### config.mk
export PLATFORM = sky130hd
export DESIGN_NAME = vec_mem_master_flat
export DESIGN_NICKNAME = d
export VERILOG_FILES = /design/src/rtl/vec_mem_master_if.sv /design/src/rtl/vec_mem_master.sv /design/src/flat_wrapper.sv
export SDC_FILE = /design/constraint.sdc
export NUM_CORES = 2
export LEC_CHECK = 0
export CAP_MARGIN = 10
export CORE_AREA = 2 2 522 524
export CTS_CLUSTER_SIZE = 20
export DETAILED_ROUTE_END_ITERATION = 10
export DIE_AREA = 0 0 524 526
export GPL_ROUTABILITY_DRIVEN = 0
export GPL_TIMING_DRIVEN = 0
export PLACE_DENSITY_LB_ADDON = 0.15
export SYNTH_ARGS = -nofsm -noshare
export SYNTH_HDL_FRONTEND = slang
export SYNTH_SLANG_ARGS = --single-unit
### constraint.sdc
create_clock -name clk -period 2.95 [get_ports clk]
set_input_delay 0.59 -clock clk [delete_from_list [all_inputs] [get_ports clk]]
set_output_delay 0.59 -clock clk [all_outputs]
set_load 0.02 [all_outputs]
### src/rtl/vec_mem_master_if.sv
// Request, response and data-memory bundle between the vector execute stage,
// the vec_mem_master initiator and the 64-bit word-addressed data memory.
interface vec_mem_master_if #(
  parameter int VLEN_ELEMS = 8
);

  // Request side (execute stage -> master)
  logic                      req_valid;
  logic                      req_ready;
  logic                      req_store;
  logic [63:0]               req_base;
  logic [63:0]               req_stride;
  logic [3:0]                req_vl;
  logic [64*VLEN_ELEMS-1:0]  req_wdata;

  // Response side (master -> execute stage)
  logic                      resp_valid;
  logic                      resp_err;
  logic [64*VLEN_ELEMS-1:0]  resp_rdata;

  // Data-memory port (master -> memory, read data returns combinationally)
  logic                      memread_mem;
  logic                      memwrite_mem;
  logic [63:0]               mem_addr;
  logic [63:0]               mem_wd;
  logic [63:0]               mem_rd;

  // View of the vector memory master itself
  modport master (
    input  req_valid, req_store, req_base, req_stride, req_vl, req_wdata, mem_rd,
    output req_ready, resp_valid, resp_err, resp_rdata,
           memread_mem, memwrite_mem, mem_addr, mem_wd
  );

  // View of the environment around the master (requester plus memory)
  modport slave (
    output req_valid, req_store, req_base, req_stride, req_vl, req_wdata, mem_rd,
    input  req_ready, resp_valid, resp_err, resp_rdata,
           memread_mem, memwrite_mem, mem_addr, mem_wd
  );

endinterface

### src/rtl/vec_mem_master.sv
// vec_mem_master: executes one strided vector load/store of up to VLEN_ELEMS
// 64-bit elements as one memory access per cycle, gathers load data into an
// element buffer and reports completion with a single-cycle response pulse.
// All outputs toward the memory and the requester come straight from flops so
// the memory strobes fall asynchronously with rst_n.
module vec_mem_master #(
  parameter int VLEN_ELEMS = 8
) (
  input  logic             clk,
  input  logic             rst_n,
  vec_mem_master_if.master bus
);

  localparam int         IW     = (VLEN_ELEMS > 1) ? $clog2(VLEN_ELEMS) : 1;
  localparam int         DW     = 64 * VLEN_ELEMS;
  localparam logic [3:0] VL_MAX = 4'(VLEN_ELEMS);

  typedef enum logic [1:0] {
    ST_IDLE   = 2'd0,
    ST_ACCESS = 2'd1,
    ST_DONE   = 2'd2
  } state_t;

  // A request is misaligned when either its base or its stride is not a
  // multiple of the 8-byte word size.
  function automatic logic is_misaligned(input logic [2:0] base_lsb,
                                         input logic [2:0] stride_lsb);
    return (base_lsb != 3'b000) || (stride_lsb != 3'b000);
  endfunction

  // Requested element counts above the buffer depth are clamped to it.
  function automatic logic [3:0] clamp_vl(input logic [3:0] vl);
    return (vl > VL_MAX) ? VL_MAX : vl;
  endfunction

  // Control state and latched request context
  state_t          state_r;
  state_t          state_nxt_s;
  logic            store_r;
  logic [63:0]     stride_r;
  logic [63:0]     cur_addr_r;
  logic [3:0]      vl_r;
  logic [IW-1:0]   idx_r;
  logic [IW-1:0]   idx_inc_s;
  logic [63:0]     wdata_r [VLEN_ELEMS];
  logic [63:0]     buf_r   [VLEN_ELEMS];

  // Registered outputs
  logic            ready_r;
  logic            resp_valid_r;
  logic            resp_err_r;
  logic [DW-1:0]   resp_rdata_r;
  logic            mem_read_r;
  logic            mem_write_r;
  logic [63:0]     mem_addr_r;
  logic [63:0]     mem_wd_r;

  // Next-cycle values
  logic            accept_s;
  logic            last_s;
  logic            req_misaligned_s;
  logic [3:0]      req_vl_s;
  logic            err_nxt_s;
  logic            mem_read_nxt_s;
  logic            mem_write_nxt_s;
  logic [63:0]     mem_addr_nxt_s;
  logic [63:0]     mem_wd_nxt_s;
  logic [DW-1:0]   rdata_nxt_s;

  assign req_misaligned_s = is_misaligned(bus.req_base[2:0], bus.req_stride[2:0]);
  assign req_vl_s         = clamp_vl(bus.req_vl);
  assign idx_inc_s        = idx_r + IW'(1);

  // Next-state decode plus the memory-port values for the following cycle.
  always_comb begin
    state_nxt_s     = state_r;
    accept_s        = 1'b0;
    last_s          = 1'b0;
    err_nxt_s       = 1'b0;
    mem_read_nxt_s  = 1'b0;
    mem_write_nxt_s = 1'b0;
    mem_addr_nxt_s  = 64'd0;
    mem_wd_nxt_s    = 64'd0;
    case (state_r)
      ST_IDLE: begin
        if (bus.req_valid) begin
          accept_s = 1'b1;
          if (req_misaligned_s) begin
            state_nxt_s = ST_DONE;
            err_nxt_s   = 1'b1;
          end else if (req_vl_s == 4'd0) begin
            state_nxt_s = ST_DONE;
          end else begin
            // First access goes out in the cycle right after acceptance.
            state_nxt_s     = ST_ACCESS;
            mem_read_nxt_s  = ~bus.req_store;
            mem_write_nxt_s = bus.req_store;
            mem_addr_nxt_s  = bus.req_base;
            mem_wd_nxt_s    = bus.req_store ? bus.req_wdata[63:0] : 64'd0;
          end
        end else begin
          state_nxt_s = ST_IDLE;
        end
      end
      ST_ACCESS: begin
        if (4'(idx_r) == (vl_r - 4'd1)) begin
          state_nxt_s = ST_DONE;
          last_s      = 1'b1;
        end else begin
          // Address arithmetic wraps modulo 2^64 by construction.
          state_nxt_s     = ST_ACCESS;
          mem_read_nxt_s  = ~store_r;
          mem_write_nxt_s = store_r;
          mem_addr_nxt_s  = cur_addr_r + stride_r;
          mem_wd_nxt_s    = store_r ? wdata_r[idx_inc_s] : 64'd0;
        end
      end
      ST_DONE: begin
        state_nxt_s = ST_IDLE;
      end
      default: begin
        state_nxt_s = ST_IDLE;
      end
    endcase
  end

  // Load result: zero for rejected/empty loads, otherwise the buffer with the
  // final element taken directly from the memory in the last access cycle.
  always_comb begin
    rdata_nxt_s = resp_rdata_r;
    if (accept_s && !bus.req_store && (state_nxt_s == ST_DONE)) begin
      rdata_nxt_s = {DW{1'b0}};
    end else if (last_s && !store_r) begin
      for (int i = 0; i < VLEN_ELEMS; i++) begin
        if (IW'(i) == idx_r) begin
          rdata_nxt_s[64*i +: 64] = bus.mem_rd;
        end else begin
          rdata_nxt_s[64*i +: 64] = buf_r[i];
        end
      end
    end else begin
      rdata_nxt_s = resp_rdata_r;
    end
  end

  // State register and registered handshake/memory-port outputs.
  always_ff @(posedge clk or negedge rst_n) begin
    if (!rst_n) begin
      state_r      <= ST_IDLE;
      ready_r      <= 1'b1;
      resp_valid_r <= 1'b0;
      resp_err_r   <= 1'b0;
      mem_read_r   <= 1'b0;
      mem_write_r  <= 1'b0;
      mem_addr_r   <= 64'd0;
      mem_wd_r     <= 64'd0;
    end else begin
      state_r      <= state_nxt_s;
      ready_r      <= (state_nxt_s == ST_IDLE);
      resp_valid_r <= (state_nxt_s == ST_DONE);
      resp_err_r   <= err_nxt_s;
      mem_read_r   <= mem_read_nxt_s;
      mem_write_r  <= mem_write_nxt_s;
      mem_addr_r   <= mem_addr_nxt_s;
      mem_wd_r     <= mem_wd_nxt_s;
    end
  end

  // Latch the request context on acceptance; walk address and index per access.
  always_ff @(posedge clk or negedge rst_n) begin
    if (!rst_n) begin
      store_r    <= 1'b0;
      stride_r   <= 64'd0;
      cur_addr_r <= 64'd0;
      vl_r       <= 4'd0;
      idx_r      <= {IW{1'b0}};
      for (int i = 0; i < VLEN_ELEMS; i++) begin
        wdata_r[i] <= 64'd0;
      end
    end else if (accept_s) begin
      store_r    <= bus.req_store;
      stride_r   <= bus.req_stride;
      cur_addr_r <= bus.req_base;
      vl_r       <= req_vl_s;
      idx_r      <= {IW{1'b0}};
      for (int i = 0; i < VLEN_ELEMS; i++) begin
        wdata_r[i] <= bus.req_wdata[64*i +: 64];
      end
    end else if (state_r == ST_ACCESS) begin
      cur_addr_r <= cur_addr_r + stride_r;
      idx_r      <= idx_inc_s;
    end
  end

  // Element buffer: cleared when a load is accepted, filled one word per access.
  always_ff @(posedge clk or negedge rst_n) begin
    if (!rst_n) begin
      for (int i = 0; i < VLEN_ELEMS; i++) begin
        buf_r[i] <= 64'd0;
      end
    end else if (accept_s && !bus.req_store) begin
      for (int i = 0; i < VLEN_ELEMS; i++) begin
        buf_r[i] <= 64'd0;
      end
    end else if ((state_r == ST_ACCESS) && !store_r) begin
      buf_r[idx_r] <= bus.mem_rd;
    end
  end

  // Response data holds between load completions.
  always_ff @(posedge clk or negedge rst_n) begin
    if (!rst_n) begin
      resp_rdata_r <= {DW{1'b0}};
    end else begin
      resp_rdata_r <= rdata_nxt_s;
    end
  end

  assign bus.req_ready    = ready_r;
  assign bus.resp_valid   = resp_valid_r;
  assign bus.resp_err     = resp_err_r;
  assign bus.resp_rdata   = resp_rdata_r;
  assign bus.memread_mem  = mem_read_r;
  assign bus.memwrite_mem = mem_write_r;
  assign bus.mem_addr     = mem_addr_r;
  assign bus.mem_wd       = mem_wd_r;

endmodule

### src/flat_wrapper.sv
// flat-port wrapper written by rule: the top's interface ports become plain ports
module vec_mem_master_flat 
#(
  parameter int VLEN_ELEMS = 8
)
  (clk, rst_n, bus_req_valid, bus_req_store, bus_req_base, bus_req_stride, bus_req_vl, bus_req_wdata, bus_mem_rd, bus_req_ready, bus_resp_valid, bus_resp_err, bus_resp_rdata, bus_memread_mem, bus_memwrite_mem, bus_mem_addr, bus_mem_wd);
  vec_mem_master_if #(.VLEN_ELEMS(VLEN_ELEMS)) bus_i ();
  input  logic clk;
  input  logic rst_n;
  input wire logic [$bits(bus_i.req_valid)-1:0] bus_req_valid;
  input wire logic [$bits(bus_i.req_store)-1:0] bus_req_store;
  input wire logic [$bits(bus_i.req_base)-1:0] bus_req_base;
  input wire logic [$bits(bus_i.req_stride)-1:0] bus_req_stride;
  input wire logic [$bits(bus_i.req_vl)-1:0] bus_req_vl;
  input wire logic [$bits(bus_i.req_wdata)-1:0] bus_req_wdata;
  input wire logic [$bits(bus_i.mem_rd)-1:0] bus_mem_rd;
  output wire logic [$bits(bus_i.req_ready)-1:0] bus_req_ready;
  output wire logic [$bits(bus_i.resp_valid)-1:0] bus_resp_valid;
  output wire logic [$bits(bus_i.resp_err)-1:0] bus_resp_err;
  output wire logic [$bits(bus_i.resp_rdata)-1:0] bus_resp_rdata;
  output wire logic [$bits(bus_i.memread_mem)-1:0] bus_memread_mem;
  output wire logic [$bits(bus_i.memwrite_mem)-1:0] bus_memwrite_mem;
  output wire logic [$bits(bus_i.mem_addr)-1:0] bus_mem_addr;
  output wire logic [$bits(bus_i.mem_wd)-1:0] bus_mem_wd;
  assign bus_i.req_valid = bus_req_valid;
  assign bus_i.req_store = bus_req_store;
  assign bus_i.req_base = bus_req_base;
  assign bus_i.req_stride = bus_req_stride;
  assign bus_i.req_vl = bus_req_vl;
  assign bus_i.req_wdata = bus_req_wdata;
  assign bus_i.mem_rd = bus_mem_rd;
  assign bus_req_ready = bus_i.req_ready;
  assign bus_resp_valid = bus_i.resp_valid;
  assign bus_resp_err = bus_i.resp_err;
  assign bus_resp_rdata = bus_i.resp_rdata;
  assign bus_memread_mem = bus_i.memread_mem;
  assign bus_memwrite_mem = bus_i.memwrite_mem;
  assign bus_mem_addr = bus_i.mem_addr;
  assign bus_mem_wd = bus_i.mem_wd;
  vec_mem_master #(.VLEN_ELEMS(VLEN_ELEMS)) u_core (.clk(clk), .rst_n(rst_n), .bus(bus_i));
endmodule
==> Word-level counts from Yosys, hierarchy flattened <==
Cells that the tools add are included.
{ "classes": {"add_sub_neg": 3, "magnitude_cmp": 4, "n_eq_ne": 10, "n_mux": 57, "bitwise": 4, "reduce_logical": 17} }
{ "op_table": {"columns": ["cell", "n"], "rows": [
  ["$mux W512", 4],
  ["$mux W64", 23],
  ["$bwmux W512", 1],
  ["$pmux W64 S2", 2],
  ["$bmux W64 S3", 1],
  ["$demux W64 S3", 1],
  ["$add A64 B64 Y64", 1],
  ["$mux W1", 15],
  ["$eq A3 B3 Y1 const A", 4],
  ["$ge A4 B4 Y1 const B", 2],
  ["$mux W2", 4],
  ["$not A3 Y4", 2],
  ["$eq A2 B3 Y1 const A", 2],
  ["$mux W3", 2],
  ["$reduce_bool A2 Y1", 3],
  ["$reduce_bool A3 Y1", 2],
  ["$logic_and A1 B1 Y1", 5],
  ["$eq A3 B4 Y1", 1],
  ["$gt A4 B4 Y1 const B", 1],
  ["$logic_not A2 Y1", 2],
  ["$logic_not A4 Y1", 1],
  ["$lt A4 B1 Y1 const B", 1],
  ["$mux W4", 1],
  ["$pmux W1 S2", 2],
  ["other kinds (10)", 12]
]} }
{ "word_totals": {"regBits": 1807, "input_bits": 712, "wordCells": 125} }

==> Depth between registers and ports, before layout <==
{ "depth": {"ltp_word": 10, "ltp_mapped": 13, "ltp_nobuf": 13} }

==> Worst setup path before layout <==
OpenSTA, ideal clock, no wires.
{ "synth_path": {"path_type": "register to register", "start": "register u_core.cur_addr_r[0]", "end": "register u_core.mem_addr_r[60], in the netlist u_core.bus.mem_addr[60]", "t_arrival_ps": 2822, "required_ps": 2829, "slack_ps": 7, "path_stages_with_launch": 14, "path_buffers": 0, "synth_period_minus_slack_ps": 2943, "path_cell_list": "dfrtp_1 > ha_1 > inv_1 > fa_1 > and2b_1 > o31ai_2 > a21o_1 > a211o_1 > a21oi_2 > o211ai_2 > a2111oi_4 > o22ai_1 > xnor2_1 > a22o_1"} }
{ "synth_between": {"elab_chain_len": 3} }
{ "synth_rtl": {"columns": ["element", "line", "source"], "rows": [
  ["from (decl)", "vec_mem_master.sv:41", "logic [63:0] cur_addr_r;"],
  ["from (signal assigned)", "vec_mem_master.sv:183", "cur_addr_r <= bus.req_base;"],
  ["from (signal assigned)", "vec_mem_master.sv:190", "cur_addr_r <= cur_addr_r + stride_r;"],
  ["$add A64 B64 Y64", "vec_mem_master.sv:114", "mem_addr_nxt_s = cur_addr_r + stride_r;"],
  ["$mux W64", "vec_mem_master.sv:106", "if (4'(idx_r) == (vl_r - 4'd1)) begin"],
  ["$pmux W64 S2", "vec_mem_master.sv:84", "case (state_r)"],
  ["via u_core.mem_addr_nxt_s[60]", "vec_mem_master.sv:66", "logic [63:0] mem_addr_nxt_s;"],
  ["to (signal assigned)", "vec_mem_master.sv:164", "mem_addr_r <= mem_addr_nxt_s;"],
  ["to (decl)", "vec_mem_master.sv:55", "logic [63:0] mem_addr_r;"]
]} }
The timed path passes the listed nets, and every way through them passes these cells.
A chain may end at the register's enable or synchronous reset.

==> Worst setup path after layout <==
{ "layout_path": {"start": "register u_core.stride_r[0]", "end": "register u_core.mem_addr_r[40], in the netlist u_core.bus.mem_addr[40]"} }
{ "layout_between": {"elab_chain_len": 3} }
{ "layout_rtl": {"columns": ["element", "line", "source"], "rows": [
  ["from (decl)", "vec_mem_master.sv:40", "logic [63:0] stride_r;"],
  ["from (signal assigned)", "vec_mem_master.sv:182", "stride_r <= bus.req_stride;"],
  ["$add A64 B64 Y64", "vec_mem_master.sv:114", null],
  ["$mux W64", "vec_mem_master.sv:106", null],
  ["$pmux W64 S2", "vec_mem_master.sv:84", null],
  ["via u_core.mem_addr_nxt_s[40]", "vec_mem_master.sv:66", null]
]} }
The timed path passes the listed nets, and every way through them passes these cells.

==> impl_metrics.ini <==
[sta]
final-setup-viol-count = 55
fmaxAchievable_mhz = 309.2
worst_pin_slew_ps = 1248
whs_ps = -239.9
finalHoldViolCount = 373
period_share_pct = 109.6
relSlewSlack_pct = 16.80
setup_ws_ps = -284.4
fin_skew_ps = 67.28
rsz0062_at_grt = true
layout_min_cycle_time_ps = 3234
finalMaxSlewViolations = 0

[detailed_routing]
ant_nets = 0
wl_um = 433000
first_pass_iters = 6
wl_per_cell_um = 30.45
num_vias = 75446
drc_errors = 0
vias_per_cell = 5.306
dr.first_iter.drc_count = 6994

[logic_synthesis]
synth.most_common_cell = nand2_1
ys_top_cells_by_area = dfrtp_1, nand2_1, mux2i_1
synth-edff-count = 0
synth-seq-area-share_pct = 54.99
syn_avg_cell_area_um2 = 9.297
synth_nets = 9628
synth-main-ff-cell = dfrtp_1
synthesis.area_um2 = 82230
synth_top_area_share_pct = 54.96
postSynth.asyncResetShare_pct = 100.0
synth_top_area_cell = dfrtp_1
yosysUniqueCellTypes = 83
ys_top_cells_by_count = nand2_1, dfrtp_1, nor2_1, clkbuf_1, a21oi_1
yosysWarnings = 0
synth_seq_cells = 1807
synth_cells = 8845

[setup_path]
criticalPathCategory = reg -> reg
reg2reg_from = u_core.stride_r[0]
cp-start-kind = flip-flop
arrival_ps = 4000
worst-path-max-fanout = 3
startpoint = u_core.stride_r[0]
crit_slowest_cell = dfrtp_1
required_ps = 3720
path_cells = ha_2 > inv_2 > fa_2 > and2b_2 > o31ai_4 > buf_4 > buf_6 > a31o_4 > o31ai_4 > a211oi_4 > o21bai_4 > buf_6 > a31oi_4 > xnor2_2 > a22o_1
critical_path.max_stage_delay_ps = 370
endpoint_kind = flip-flop

[clock_tree]
cts_tree = done
worst_skew_pair.late_latency_ps = 910
clk_pin_slew_ps = 60
cts_buffer_depth = 3
cts.sinks = 1807
ctsHoldBuffers = 3
root_buffer = clkbuf_16
cts_max_level = 4
numCtsBuffers = 207

[finish]
fin_cells = 14219
final_net_count = 11216
drive_gt1_share_pct = 10.13
fin_util_pct = 40.75
area_delta_synth_final_pct = 33.72

[global_routing]
grt-ovfl-total = 0
grt_max_degree = 177
grt_pass1_vias = 75459
grt_usage_pct = 30.60
antenna_found_initial = 128
grt_pass1_wl_um = 591000

[placed_design]
portBuffers = 1292
place_inst = 13738
hpwl_um = 337300

[status]
failed_checks = negative hold slack, negative setup slack
outcome = finished with violations

[floorplanning]
die_x_um = 524
io_pins = 1357
die_area_um2 = 275600
die_y_um = 526
start_util_pct = 30.48
rows = 191
core_area_um2 = 269800

[power_and_ir_drop]
ir_drop_mv = 0.7045
powerDensity_nw_per_um2 = 618.5
power_leakage_nw = 48.55

[run]
cap_violations = 0

[min_path]
hp-class = in -> async
==> final timing paths <==
check,to,slack (ps),cells past startpoint
min in group clk,u_core.bus.resp_rdata[392],130,3
worst max-delay path,u_core.bus.mem_addr[40],-280,15
max in group asynchronous,u_core.wdata_r[482],430,5
worst min register to register,u_core.wdata_r[349],470,2
worst min-delay path,u_core.bus.resp_rdata[198],-240,2
worst max register to register,u_core.bus.mem_addr[40],-280,15
==> power breakdown <==
| part | switching [mW] | total, mW | internal (mW) | leakage, nW |
|---|---|---|---|---|
| combinational | 7.72 | 12.9 | 5.17 | 21.1 |
| clock | 11.5 | 27.0 | 15.6 | 3.47 |
| sequential | 1.44 | 28.1 | 26.6 | 24.0 |
==> critical path: cells and delay by family, from the launching register on <==
family | cells | cell delay (ps)
XOR/XNOR | 1 | 170
AO/OA/AOI/OAI | 7 | 1350
buffers and inverters | 4 | 440
flip-flops | 1 | 370
AND/OR/NAND/NOR | 1 | 260
adder cells (fa/ha/maj) | 2 | 530
==> cell families (layout without fill, tap and decap cells) <==
| logic type | Yosys count | after routing | synth area share [%] |
|---|---|---|---|
| simple gates | 4278 | 4278 | 20.48 |
| fa+ha+maj | 71 | 71 | 1.089 |
| mux | 513 | 513 | 8.192 |
| compound gates | 1290 | 1290 | 10.64 |
| flops | 1807 | 1807 | 54.99 |
| other cells | 0 | 51 | 0 |
| xor+xnor | 67 | 67 | 0.7136 |
| buf+inv | 819 | 2572 | 3.894 |
==> state kept, by name, summed over array words and instances (netlist names) <==
| signal | cells |
|---|---|
| u_core.idx_r | 3 |
| u_core.vl_r | 4 |
| u_core.bus.memwrite_mem | 1 |
| u_core.bus.resp_rdata | 512 |
| u_core.cur_addr_r | 64 |
| u_core.state_r | 2 |
| u_core.bus.req_ready | 1 |
| u_core.buf_r | 512 |
| u_core.wdata_r | 512 |
| u_core.bus.memread_mem | 1 |
| u_core.bus.mem_addr | 64 |
| u_core.bus.resp_valid | 1 |
| u_core.bus.resp_err | 1 |
| u_core.store_r | 1 |
| u_core.bus.mem_wd | 64 |
| u_core.stride_r | 64 |
==> layout make-up <==
| class | instances | area, um2 |
|---|---|---|
| fill | 26750 | 159900 |
| tap | 3570 | 4467 |
| antenna | 51 | 127.6 |
| inverter | 27 | 106.4 |
| sequential | 1807 | 45220 |
| clock inverter | 72 | 1003 |
| clock buffer | 302 | 6051 |
| timing repair buffer | 1388 | 14270 |
| buffer | 783 | 3757 |
| multi-input combinational | 6219 | 34940 |
==> stage by stage <==
stage	TNS, ps	worst slack (ps)	hold WS, ps	instance area [um2]	total power [mW]
final	-7036	-284.4	-239.9	110000	68.00
after CTS	-3620	-251.2	-238.7	108800	67.52
after floorplan	0	7.062	294.4	82230	33.98
after global placement	-	-83710	453.9	99630	39.69
after detailed placement	-2433680	-2308	456.7	100400	40.03
after global routing	-11440	-385.7	-202.0	109900	70.38
==> cells in the final DEF (no fill, tap or decap), types with 37 or more instances in the layout <==
master	n
clkbuf_4	46
dfrtp_1	1805
a211oi_1	319
clkbuf_8	49
buf_2	81
a21oi_1	414
clkbuf_1	408
clkbuf_16	212
diode_2	51
clkdlybuf4s50_1	1290
clkinv_2	37
buf_1	88
clkbuf_2	164
a311oi_1	192
a22o_1	55
nand3_1	400
mux4_2	128
mux2i_1	371
o21ai_0	86
buf_4	57
ha_1	60
nor2_1	608
nand2_1	3152
==> repair_timing <==
item,in CTS,in global routing
pin swaps,35,56
cloned,0,1
setup buffers,32,29
endpoints found under the hold margin,82,356
gates resized for setup,380,290
setup endpoints to repair,1805,1094
==> routing by layer <==
metal  share of wire (%)  routed length [um]  up-vias  GRT usage (%)
li1                    -                   -    32985              -
met1                  37              161100    37901          36.06
met2                  48              207700     3557          50.30
met3                 8.0               34470      925          6.927
met4                 6.8               29240       78          19.14
met5                0.11                 482        -              0
(Power assumes the default switching activity.)
